<file path="src/rtl/simon_round_controller.sv">
// Simon Says round sequencer: plays back a packed direction pattern, then checks the player's presses.
// Define SIMON_EARLY_PRESS_EN to make a press during playback lose the round.
module simon_round_controller #(
   parameter int unsigned NUM_STEPS      = 3,
   parameter int unsigned HOLD_CYCLES    = 4,
   parameter int unsigned TIMEOUT_CYCLES = 16
) (
   input  logic                               clock,
   input  logic                               reset,
   input  logic                               start,
   input  logic [2*NUM_STEPS-1:0]             pattern,
   input  logic                               player_valid,
   input  logic [1:0]                         player_dir,
   output logic                               display_valid,
   output logic [1:0]                         display_dir,
   output logic                               busy,
   output logic                               win,
   output logic                               lose,
   output logic [$clog2(NUM_STEPS+1)-1:0]     score
);

   localparam int unsigned PW   = 2 * NUM_STEPS;
   localparam int unsigned SW   = $clog2(NUM_STEPS + 1);
   localparam int unsigned TMAX = (HOLD_CYCLES > TIMEOUT_CYCLES) ? HOLD_CYCLES : TIMEOUT_CYCLES;
   localparam int unsigned TW   = (TMAX > 1) ? $clog2(TMAX) : 1;

   localparam logic [SW-1:0] LastStep = SW'(NUM_STEPS - 1);
   localparam logic [TW-1:0] HoldLast = TW'(HOLD_CYCLES - 1);
   localparam logic [TW-1:0] ToLast   = TW'(TIMEOUT_CYCLES - 1);

   typedef enum logic [2:0] {StIdle, StShow, StGap, StInput, StWin, StLose} state_e;

   state_e        state_q, state_d;
   logic [PW-1:0] shift_q, shift_d;
   logic [PW-1:0] saved_q, saved_d;
   logic [SW-1:0] step_q, step_d;
   logic [TW-1:0] timer_q, timer_d;
   logic [SW-1:0] score_d;

   always_comb begin
      state_d = state_q;
      shift_d = shift_q;
      saved_d = saved_q;
      step_d  = step_q;
      timer_d = timer_q;
      score_d = score;
      unique case (state_q)
         StIdle, StWin, StLose: begin
            if (start) begin
               shift_d = pattern;
               saved_d = pattern;
               step_d  = '0;
               timer_d = '0;
               score_d = '0;
               state_d = StShow;
            end
         end
         StShow: begin
            if (timer_q == HoldLast) begin
               timer_d = '0;
               if (step_q == LastStep) begin
                  // Playback done: rewind so INPUT checks from step 0 again.
                  shift_d = saved_q;
                  step_d  = '0;
                  state_d = StInput;
               end else begin
                  shift_d = shift_q << 2;
                  step_d  = step_q + 1'b1;
                  state_d = StGap;
               end
            end else begin
               timer_d = timer_q + 1'b1;
            end
         end
         StGap: state_d = StShow;
         StInput: begin
            // A press on the timeout cycle wins over the timeout.
            if (player_valid) begin
               if (player_dir == shift_q[PW-1 -: 2]) begin
                  score_d = score + 1'b1;
                  timer_d = '0;
                  shift_d = shift_q << 2;
                  step_d  = step_q + 1'b1;
                  if (step_q == LastStep) state_d = StWin;
               end else begin
                  state_d = StLose;
               end
            end else if (timer_q == ToLast) begin
               state_d = StLose;
            end else begin
               timer_d = timer_q + 1'b1;
            end
         end
         default: state_d = StIdle;
      endcase
`ifdef SIMON_EARLY_PRESS_EN
      if (player_valid && (state_q == StShow || state_q == StGap)) state_d = StLose;
`endif
   end

   // Outputs are registered from next-state values so they line up with the state.
   always_ff @(posedge clock) begin
      if (reset) begin
         state_q       <= StIdle;
         shift_q       <= '0;
         saved_q       <= '0;
         step_q        <= '0;
         timer_q       <= '0;
         display_valid <= 1'b0;
         display_dir   <= 2'b00;
         busy          <= 1'b0;
         win           <= 1'b0;
         lose          <= 1'b0;
         score         <= '0;
      end else begin
         state_q       <= state_d;
         shift_q       <= shift_d;
         saved_q       <= saved_d;
         step_q        <= step_d;
         timer_q       <= timer_d;
         display_valid <= (state_d == StShow);
         display_dir   <= (state_d == StShow) ? shift_d[PW-1 -: 2] : 2'b00;
         busy          <= (state_d == StShow) || (state_d == StGap) || (state_d == StInput);
         win           <= (state_d == StWin);
         lose          <= (state_d == StLose);
         score         <= score_d;
      end
   end

endmodule

</file>
<file path="config.mk">
export PLATFORM = sky130hd
export DESIGN_NAME = simon_round_controller
export DESIGN_NICKNAME = d
export VERILOG_FILES = /design/src/rtl/simon_round_controller.sv
export SDC_FILE = /design/constraint.sdc
export NUM_CORES = 1
export LEC_CHECK = 0
export CAP_MARGIN = 30
export CORE_ASPECT_RATIO = 0.75
export CORE_MARGIN = 1.5
export CORE_UTILIZATION = 59
export DETAILED_ROUTE_END_ITERATION = 16
export GPL_ROUTABILITY_DRIVEN = 0
export PLACE_DENSITY_LB_ADDON = 0.1
export SLEW_MARGIN = 20
export SYNTH_ARGS = -nofsm -noshare
export SYNTH_HDL_FRONTEND = slang
export SYNTH_SLANG_ARGS = --single-unit
</file>
<file path="constraint.sdc">
create_clock -name clock -period 4.1 [get_ports clock]
set_input_delay 0.615 -clock clock [delete_from_list [all_inputs] [get_ports clock]]
set_output_delay 0.615 -clock clock [all_outputs]
set_load 0.01 [all_outputs]
</file>
==> impl_metrics.csv, run 1 <==
group,metric,value,unit
clock_network,cts_made_buffers,5,
synth,synthTopCellsByArea,"dfxtp_1, a21oi_1, nand2_1, nand3_1, ha_1",
worst_setup_path,path_class,"in -> reg",
floorplan,die_w,63.4,um
global_routing,first_global_vias,1398,
synth,synth_cells,183,
timing,rsz0062_at_grt,"false",
finish,final_nets,217,
synth,synth_fp_nets,199,
pwr,p_comb_frac,0.145,
drt,ant_nets,0,
timing,skew,0.00847,ns
pwr,ir_drop,0.263,mV
clock_network,clock_sinks,29,
synth,synth.avg_cell_area,8.83,sq um
worst_setup_path,crit_chain,"clkdlybuf4s50_1 > nor2b_1 > mux2i_1 > a221oi_2 > a211oi_2",
clock_network,clkTransAtPathRegs,0.09,ns
timing,period_share,0.551,
global_routing,grt_max_degree,28,
synth,synth_top_area_share,0.359,
timing,post-route-min-period,2.26,ns
global_routing,grt_pass1_wl,6440,um
drt,wl,3900,um
pwr,share_seq_of_total_power,0.510,
worst_setup_path,cp_max_fo,8,
pwr,p_sw_frac,0.277,
worst_setup_path,critPathRequiredTime,4.33,ns
finish,syn_to_final_growth,16.7,%
drt,drt_iter0_drc,182,
timing,final_hold_viol_count,0,
run,cap_violations,0,
timing,worst_pin_slew,0.866,ns
worst_setup_path,cpLargestDelayFamily,"buffers and inverters",
worst_setup_path,rrSetupSlack,1.96,ns
clock_network,post_cts_resize_count,0,
drt,drc,0,
pwr,power.internal,0.000428,W
finish,antenna_cells,0,
pwr,leakagePower,0.649,nW
placed_design,port_buffers,19,
clock_network,hold_buffers,0,
synth,seq_area_frac_synth,0.359,
floorplan,boundaryPins,20,
clock_network,root_buffer,"clkbuf_4",
worst_setup_path,crit_path_end_kind,"flop",
synth,synth_cell_types,51,
synth,synth_enable_flop_cells,0,
clock_network,clkLatencyLatePin,0.34,ns
pwr,clockPowerShare,0.345,
synth,netlist_top_cells_count,"dfxtp_1, a21oi_1, nand2_1",
floorplan,initial_utilization,0.621,
worst_setup_path,crit_path_max_incr_delay,0.59,ns
finish,drive_gt1_frac,0.119,
timing,max_freq,0.443,GHz
clock_network,post_cts_buffers,0,
clock_network,cts.path.max_buffers,2,
floorplan,num_rows,16,
hold_path,hold_path.class,"reg -> reg",
drt,vias_per_cell,6.32,
pwr,total_power,0.000592,W
clock_network,cts_tree,"done",
timing,fin_ws,1.84,ns
synth,syn-cell-area,1620,sq um
synth,synth-seq-cells,29,
clock_network,cts_max_level,2,
timing,tns,0,ns
worst_setup_path,crit_buf_inv,1,
status,outcome,"complete, no violations",
global_routing,overflow,0,
synth,ys.warnings.count,0,
pwr,power_density,314,nW/um^2
drt,drtPass1Iterations,5,
worst_setup_path,slowest_stage,"clkdlybuf4s50_1",
floorplan,dieArea,3060,sq um
floorplan,core-area,2600,sq um
timing,relSlewSlack,0.406,
synth,synth_ff_type,"dfxtp_1",
drt,num_vias,1504,
synth,yosysTopAreaCell,"dfxtp_1",
timing,slew_violations,0,
pwr,p_switching,0.000164,W
synth,async_flop_share,0,
synth,synth_most_common_cell,"dfxtp_1",
floorplan,die_h,48.3,um
global_routing,track_usage,0.269,
drt,routedWlPerCell,16.4,um
worst_setup_path,arrival,2.49,ns
timing,setup-violations-final,0,
worst_setup_path,critPathLaunchType,"input pin",
global_routing,antenna_found_initial,0,
placed_design,dpl.hpwl,2630,um
placed_design,dp_slack,1.51,ns
-- path summary, 6_finish.rpt --
path | from | to | cells past startpoint
hold reg to reg | saved_q[0]$_SDFFE_PP0P_ | saved_q[0]$_SDFFE_PP0P_ | 2
hold / removal | saved_q[0]$_SDFFE_PP0P_ | saved_q[0]$_SDFFE_PP0P_ | 2
setup reg to reg | state_q[1]$_SDFF_PP0_ | step_q[0]$_SDFFE_PP0P_ | 4
setup / recovery | start | step_q[0]$_SDFFE_PP0P_ | 5
-- worst min-delay path, cell delays in order, from the launching register on --
cell,delay (ns)
dfxtp_1,0.32
nand2_1,0.05
a21oi_1,0.05
-- area by class of cell --
| type | count | area, sq um |
|---|---|---|
| clock inverters | 1 | 5.00 |
| inverters | 6 | 22.5 |
| flip-flops and latches | 29 | 581 |
| repair buffers | 20 | 205 |
| well taps | 36 | 45.0 |
| clock buffers | 7 | 65.1 |
| multi-input cells | 139 | 962 |
| fillers | 206 | 717 |
-- flip-flops by register name, indices dropped and copies added, names as in the netlist --
| signal | flops |
|---|---|
| lose | 1 |
| display_valid | 1 |
| win | 1 |
| busy | 1 |
| state_q | 3 |
| step_q | 2 |
| saved_q | 6 |
| timer_q | 4 |
| shift_q | 6 |
| display_dir | 2 |
| score | 2 |
-- through the flow --
step | utilization | hold slack [ns] | cells | cell area [sq um]
2_1_floorplan | - | 0.433 | 183 | 1620
3_3_place_gp | 0.692 | 0.443 | 229 | 1800
3_5_place_dp | 0.692 | 0.449 | 229 | 1800
4_1_cts | 0.719 | 0.462 | 237 | 1870
5_1_grt | 0.725 | 0.489 | 238 | 1890
6_report | 0.725 | 0.462 | 238 | 1890
-- cells by family after synthesis --
group,after synthesis,share of synthesized area
AOI/OAI and AO/OA,52,0.218
buffers and inverters,15,0.0449
adders and majority gates,4,0.0310
xor gates and xnor gates,5,0.0364
and+or+nand+nor,71,0.265
DFF,29,0.359
muxes,7,0.0457
-- power by group through the flow --
stage               Clock [W]  Combinational [W]  Sequential [W]
finish               0.000204          0.0000858        0.000302
global route         0.000220          0.0000936        0.000303
CTS                  0.000202          0.0000828        0.000302
detailed placement          0          0.0000819        0.000308
global placement            0          0.0000801        0.000308
floorplan                   0          0.0000543        0.000307
-- placed cells by master (no fill, tap or decap), types with 2 or more instances in the layout --
master	n
clkdlybuf4s50_1	19
xor2_2	2
nor3b_1	2
nor4b_1	2
nand3_1	13
nand2b_1	3
mux2_2	3
a221oi_1	2
o21ai_0	6
a2111oi_0	2
nor2b_1	4
clkbuf_8	2
a21oi_1	19
clkbuf_4	5
ha_1	4
a211oi_1	3
nor2_1	8
dfxtp_1	29
nand3b_1	2
xnor2_1	3
a31oi_1	5
mux2i_1	4
nand2_1	18
o211ai_1	5
nor3_1	5
and2_1	2
inv_1	5
-- layer usage --
metal	wire (um)	track usage	vias to the layer above
met2	1820	0.428	86
li1	-	-	719
met3	321	0.0581	12
met5	0	0	-
met4	74	0.0906	0
met1	1680	0.364	687
Power figures use the tool's default switching activity.
==> run 2: changes to the inputs <==
Settings changed: CORE_UTILIZATION 59 to 54.
Clock period 4.1 ns to 2.3 ns, I/O delays scaled along.
==> run 2 against run 1 <==
Net effect: non-clock buffer count increased by 6; critical endpoint is now win$_SDFF_PP0_; die area increased by 8.7%; critical path depth increased by 1; via count increased by 4.1%; total power increased by 89%; routed wire length increased by 6.6%; sequential cell count unchanged; largest power group unchanged; first-iteration DRC count decreased by 5.5%; setup slack got worse by 1.6 ns; clock power increased by 110%; combinational power increased by 86%; hold slack got worse by 0.0036 ns.
==> impl_metrics.csv, run 2 (synthesized netlist as in run 1, its figures left out) <==
group,metric,value,unit
clock_network,clock_sinks,29,
global_routing,first_global_vias,1453,
timing,whs,0.458,ns
finish,regArea,581,sq um
clock_network,clkTransAtPathRegs,0.07,ns
clock_network,hold_buffers,0,
finish,drive_gt1_frac,0.144,
placed_design,post_dp_cell_area,1850,sq um
pwr,power.internal,0.000800,W
placed_design,port_buffers,19,
timing,max_freq,0.477,GHz
clock_network,cts_made_buffers,5,
finish,antenna_cells,0,
finish,fill_cells,210,
finish,final_nets,223,
global_routing,use_met3,0.0762,
timing,rsz0062_at_grt,"false",
drt,drc,0,
clock_network,root_buffer,"clkbuf_8",
global_routing,grt_max_degree,18,
global_routing,grt_pass1_wl,6800,um
timing,setup-violations-final,0,
drt,num_vias,1565,
global_routing,track_usage,0.275,
pwr,power_density,578,nW/um^2
finish,final_cell_area,1940,sq um
floorplan,initial_utilization,0.593,
global_routing,grtUsageMet1,0.397,
global_routing,antenna_found_initial,0,
finish,final_common_cell,"dfxtp_1",
pwr,leakagePower,0.677,nW
drt,wl,4160,um
global_routing,grtUsageMet2,0.383,
worst_setup_path,rrSetupSlack,0.20,ns
global_routing,overflow,0,
timing,fin_ws,0.205,ns
pwr,p_comb_frac,0.142,
pwr,clockPowerShare,0.377,
worst_setup_path,arrival,2.32,ns
drt,drtPass1Iterations,5,
status,outcome,"complete, no violations",
run,cap_violations,0,
drt,routedWlPerCell,17.0,um
pwr,ir_drop,0.376,mV
floorplan,boundaryPins,20,
worst_setup_path,slowest_stage,"nor4b_1",
floorplan,core-area,2720,sq um
clock_network,cts_max_level,2,
global_routing,top_usage_layer,"met1",
timing,worst_pin_slew,0.706,ns
clock_network,cts_tree,"done",
worst_setup_path,crit_chain,"inv_1 > ha_1 > nor4b_1 > a211oi_1 > a211oi_1 > nor3b_2",
drt,vias_per_cell,6.41,
finish,layout_common_cells,"dfxtp_1, a21oi_1, clkdlybuf4s50_1, nand2_1, nand3_1",
worst_setup_path,critPathLaunchType,"flop",
timing,relSlewSlack,0.529,
clock_network,post_cts_resize_count,0,
pwr,p_switching,0.000321,W
timing,final_hold_viol_count,0,
timing,skew,0.0101,ns
finish,largestRegisters,"saved_q x6, shift_q x6, timer_q x4",
worst_setup_path,cp_max_fo,9,
finish,multi_input_area,962,sq um
timing,period_share,0.911,
worst_setup_path,crit_top_cell,"a211oi_1",
worst_setup_path,path_class,"reg -> reg",
timing,slew_violations,0,
clock_network,post_cts_buffers,0,
placed_design,dp_slack,0.197,ns
worst_setup_path,critPathRequiredTime,2.53,ns
timing,tns,0,ns
pwr,total_power,0.00112,W
hold_path,hold_path.class,"reg -> reg",
drt,ant_nets,0,
worst_setup_path,crit_path_max_incr_delay,0.44,ns
finish,syn_to_final_growth,20.1,%
clock_network,cts.path.max_buffers,2,
floorplan,dieArea,3330,sq um
pwr,p_sw_frac,0.286,
placed_design,dpl.hpwl,2960,um
floorplan,die_h,50.4,um
floorplan,num_rows,16,
timing,post-route-min-period,2.10,ns
clock_network,clkLatencyLatePin,0.29,ns
floorplan,die_w,66.2,um
worst_setup_path,crit_path_end_kind,"flop",
drt,drt_iter0_drc,172,
pwr,share_seq_of_total_power,0.481,
==> run 2: cell count changes in the layout (fill, tap and decap cells not counted) <==
| cell | before | now |
|---|---|---|
| buf_4 | 0 | 7 |
| buf_8 | 1 | 0 |
| clkbuf_4 | 5 | 0 |
| clkbuf_8 | 2 | 5 |
| clkinv_2 | 1 | 2 |
| clkinvlp_4 | 0 | 1 |
==> run 2: final cells by class <==
| type | count | share of cell area |
|---|---|---|
| well taps | 36 | 0.0232 |
| flip-flops and latches | 29 | 0.299 |
| clock buffers | 5 | 0.0355 |
| repair buffers | 26 | 0.125 |
| inverters | 6 | 0.0116 |
| multi-input cells | 139 | 0.496 |
| clock inverters | 3 | 0.00903 |
==> run 2: worst paths after layout <==
| kind | start | end | depth (start not counted) |
|---|---|---|---|
| worst max-delay path | step_q[0]$_SDFFE_PP0P_ | win$_SDFF_PP0_ | 6 |
| worst min-delay path | saved_q[1]$_SDFFE_PP0P_ | saved_q[1]$_SDFFE_PP0P_ | 2 |
| worst max register to register | step_q[0]$_SDFFE_PP0P_ | win$_SDFF_PP0_ | 6 |
| worst min register to register | saved_q[1]$_SDFFE_PP0P_ | saved_q[1]$_SDFFE_PP0P_ | 2 |
==> run 2: per-layer routing <==
metal,wire (um),share of wire
met1,1890,0.45
met2,1880,0.45
met3,346,0.083
met4,41,0.0099
met5,0,0
==> run 2: critical path, delay by kind of cell, from the launching register on <==
| kind | cells | cell delay [ns] |
|---|---|---|
| AOI/OAI and AO/OA | 2 | 0.55 |
| adders and majority gates | 1 | 0.39 |
| buffers and inverters | 1 | 0.10 |
| DFF | 1 | 0.35 |
| and+or+nand+nor | 2 | 0.65 |
==> run 2: stage by stage <==
stage / util / std cells
CTS: 0.712 / 244
floorplan: - / 183
global route: 0.712 / 244
finish: 0.712 / 244
detailed placement: 0.681 / 236
global placement: 0.681 / 236
==> run 2: power by group through the flow <==
stage	clock network, W	registers, W	logic [W]
after detailed placement	0	0.000550	0.000156
after CTS	0.000424	0.000539	0.000157
final	0.000423	0.000539	0.000160
after global routing	0.000450	0.000541	0.000173
after global placement	0	0.000549	0.000151
after floorplan	0	0.000548	0.0000969
==> run 3: changes to the inputs <==
Settings changed: CORE_MARGIN 1.5 to 8.
==> run 3 against run 2 <==
Net effect: critical path depth down 1; sequential cell count unchanged; utilization down 4.1 points; global-route usage down 10 points; die area up 51%; sequential power about the same; cell area up 0.13%; clock power about the same; non-clock buffer count unchanged; count of clock-buffer cells in the layout unchanged; register-to-register slack better by 0.11 ns; critical endpoint is now step_q[0]$_SDFFE_PP0P_; largest power group unchanged; highest routed layer unchanged.
==> impl_metrics.csv, run 3 (synthesized netlist as in run 1, its figures left out) <==
group,metric,value,unit
status,outcome,"complete, no violations",
drt,wl,3950,um
pwr,ir_drop,0.509,mV
clock_network,clkTransAtPathRegs,0.06,ns
floorplan,die_h,63.4,um
finish,layout_common_cells,"dfxtp_1, a21oi_1, clkdlybuf4s50_1, nand2_1, nand3_1",
finish,final_nets,223,
timing,whs,0.458,ns
timing,rsz0062_at_grt,"false",
global_routing,grt_max_degree,18,
global_routing,grt_pass1_wl,6810,um
clock_network,clock_sinks,29,
pwr,power.internal,0.000800,W
placed_design,placed_cells,238,
floorplan,num_rows,17,
drt,drt_iter0_drc,125,
pwr,clockPowerShare,0.376,
worst_setup_path,crit_path_end_kind,"flop",
global_routing,antenna_found_initial,0,
timing,post-route-min-period,1.98,ns
global_routing,track_usage,0.171,
drt,vias_per_cell,6.04,
floorplan,boundaryPins,20,
worst_setup_path,arrival,2.16,ns
worst_setup_path,cp_max_fo,8,
floorplan,initial_utilization,0.558,
timing,skew,0.00850,ns
drt,num_vias,1485,
clock_network,clkLatencyLatePin,0.29,ns
worst_setup_path,critPathRequiredTime,2.47,ns
timing,setup-violations-final,0,
pwr,p_switching,0.000316,W
pwr,share_seq_of_total_power,0.482,
clock_network,post_cts_buffers,0,
timing,slew_violations,0,
timing,final_hold_viol_count,0,
pwr,leakagePower,0.677,nW
pwr,power_density,575,nW/um^2
drt,drtPass1Iterations,4,
timing,worst_pin_slew,0.676,ns
timing,max_freq,0.504,GHz
run,cap_violations,0,
hold_path,hold_path.class,"reg -> reg",
worst_setup_path,path_class,"reg -> reg",
timing,tns,0,ns
floorplan,core-area,2890,sq um
clock_network,cts_made_buffers,5,
pwr,p_comb_frac,0.142,
clock_network,cts.path.max_buffers,2,
drt,routedWlPerCell,16.0,um
clock_network,post_cts_resize_count,0,
finish,syn_to_final_growth,20.2,%
finish,instances_no_fill,246,
global_routing,first_global_vias,1432,
finish,antenna_cells,0,
clock_network,root_buffer,"clkbuf_8",
global_routing,overflow,0,
drt,ant_nets,0,
pwr,p_sw_frac,0.283,
finish,final_common_cell,"dfxtp_1",
placed_design,port_buffers,19,
finish,largestRegisters,"saved_q x6, shift_q x6, timer_q x4",
clock_network,cts_max_level,2,
worst_setup_path,critPathLaunchType,"flop",
drt,drc,0,
floorplan,die_w,79.2,um
timing,period_share,0.862,
clock_network,hold_buffers,0,
placed_design,dpl.hpwl,2920,um
floorplan,dieArea,5020,sq um
finish,drive_gt1_frac,0.144,
finish,fill_cells,253,
clock_network,cts_tree,"done",
timing,relSlewSlack,0.549,
[run 3: cell counts in the layout (fill, tap and decap cells not counted)]
No cell type changed its count.
[run 3: area by class of cell]
class | count | area [sq um] | share of cell area
clock inverter | 3 | 17.5 | 0.00902
tap | 38 | 47.5 | 0.0245
sequential | 29 | 581 | 0.299
timing repair buffer | 26 | 243 | 0.125
inverter | 6 | 22.5 | 0.0116
multi-input combinational | 139 | 962 | 0.495
clock buffer | 5 | 68.8 | 0.0354
[run 3: power groups by stage]
stage	clock (W)	sequential [W]	combinational (W)
floorplan	0	0.000548	0.0000969
global placement	0	0.000549	0.000151
detailed placement	0	0.000549	0.000155
CTS	0.000427	0.000538	0.000156
global route	0.000442	0.000541	0.000173
finish	0.000420	0.000538	0.000158
[run 3: layer usage]
layer | global-route usage | part of all wire | wire (um) | vias to the layer above
met3 | 0.0538 | 0.084 | 330 | 7
met5 | 0 | 0 | 0 | -
met4 | 0.0853 | 0.019 | 74 | 0
met2 | 0.233 | 0.43 | 1700 | 51
li1 | - | - | - | 723
met1 | 0.231 | 0.47 | 1850 | 704
[run 3: stage by stage]
step                total power, W  setup slack (ns)  area (sq um)   util
floorplan                 0.000645             0.643          1620      -
global placement          0.000700             0.175          1860  0.641
detailed placement        0.000704            0.0632          1860  0.641
CTS                        0.00112             0.346          1940  0.671
global route               0.00116             0.127          1940  0.671
finish                     0.00112             0.317          1940  0.671
[run 3: path summary, 6_finish.rpt]
path,start,end,slack [ns],depth (start not counted)
worst min register to register,saved_q[1]$_SDFFE_PP0P_,saved_q[1]$_SDFFE_PP0P_,0.46,2
worst max register to register,timer_q[1]$_SDFFE_PP0P_,step_q[0]$_SDFFE_PP0P_,0.32,5
worst min-delay path,saved_q[1]$_SDFFE_PP0P_,saved_q[1]$_SDFFE_PP0P_,0.46,2
worst max-delay path,timer_q[1]$_SDFFE_PP0P_,step_q[0]$_SDFFE_PP0P_,0.32,5
[run 3: worst max-delay path, cell delays in order (launching register included)]
cell and delay (ns):
dfxtp_1 0.37, ha_1 0.30, nor4b_1 0.46, mux2i_1 0.31
a221oi_2 0.35, a211oi_2 0.07
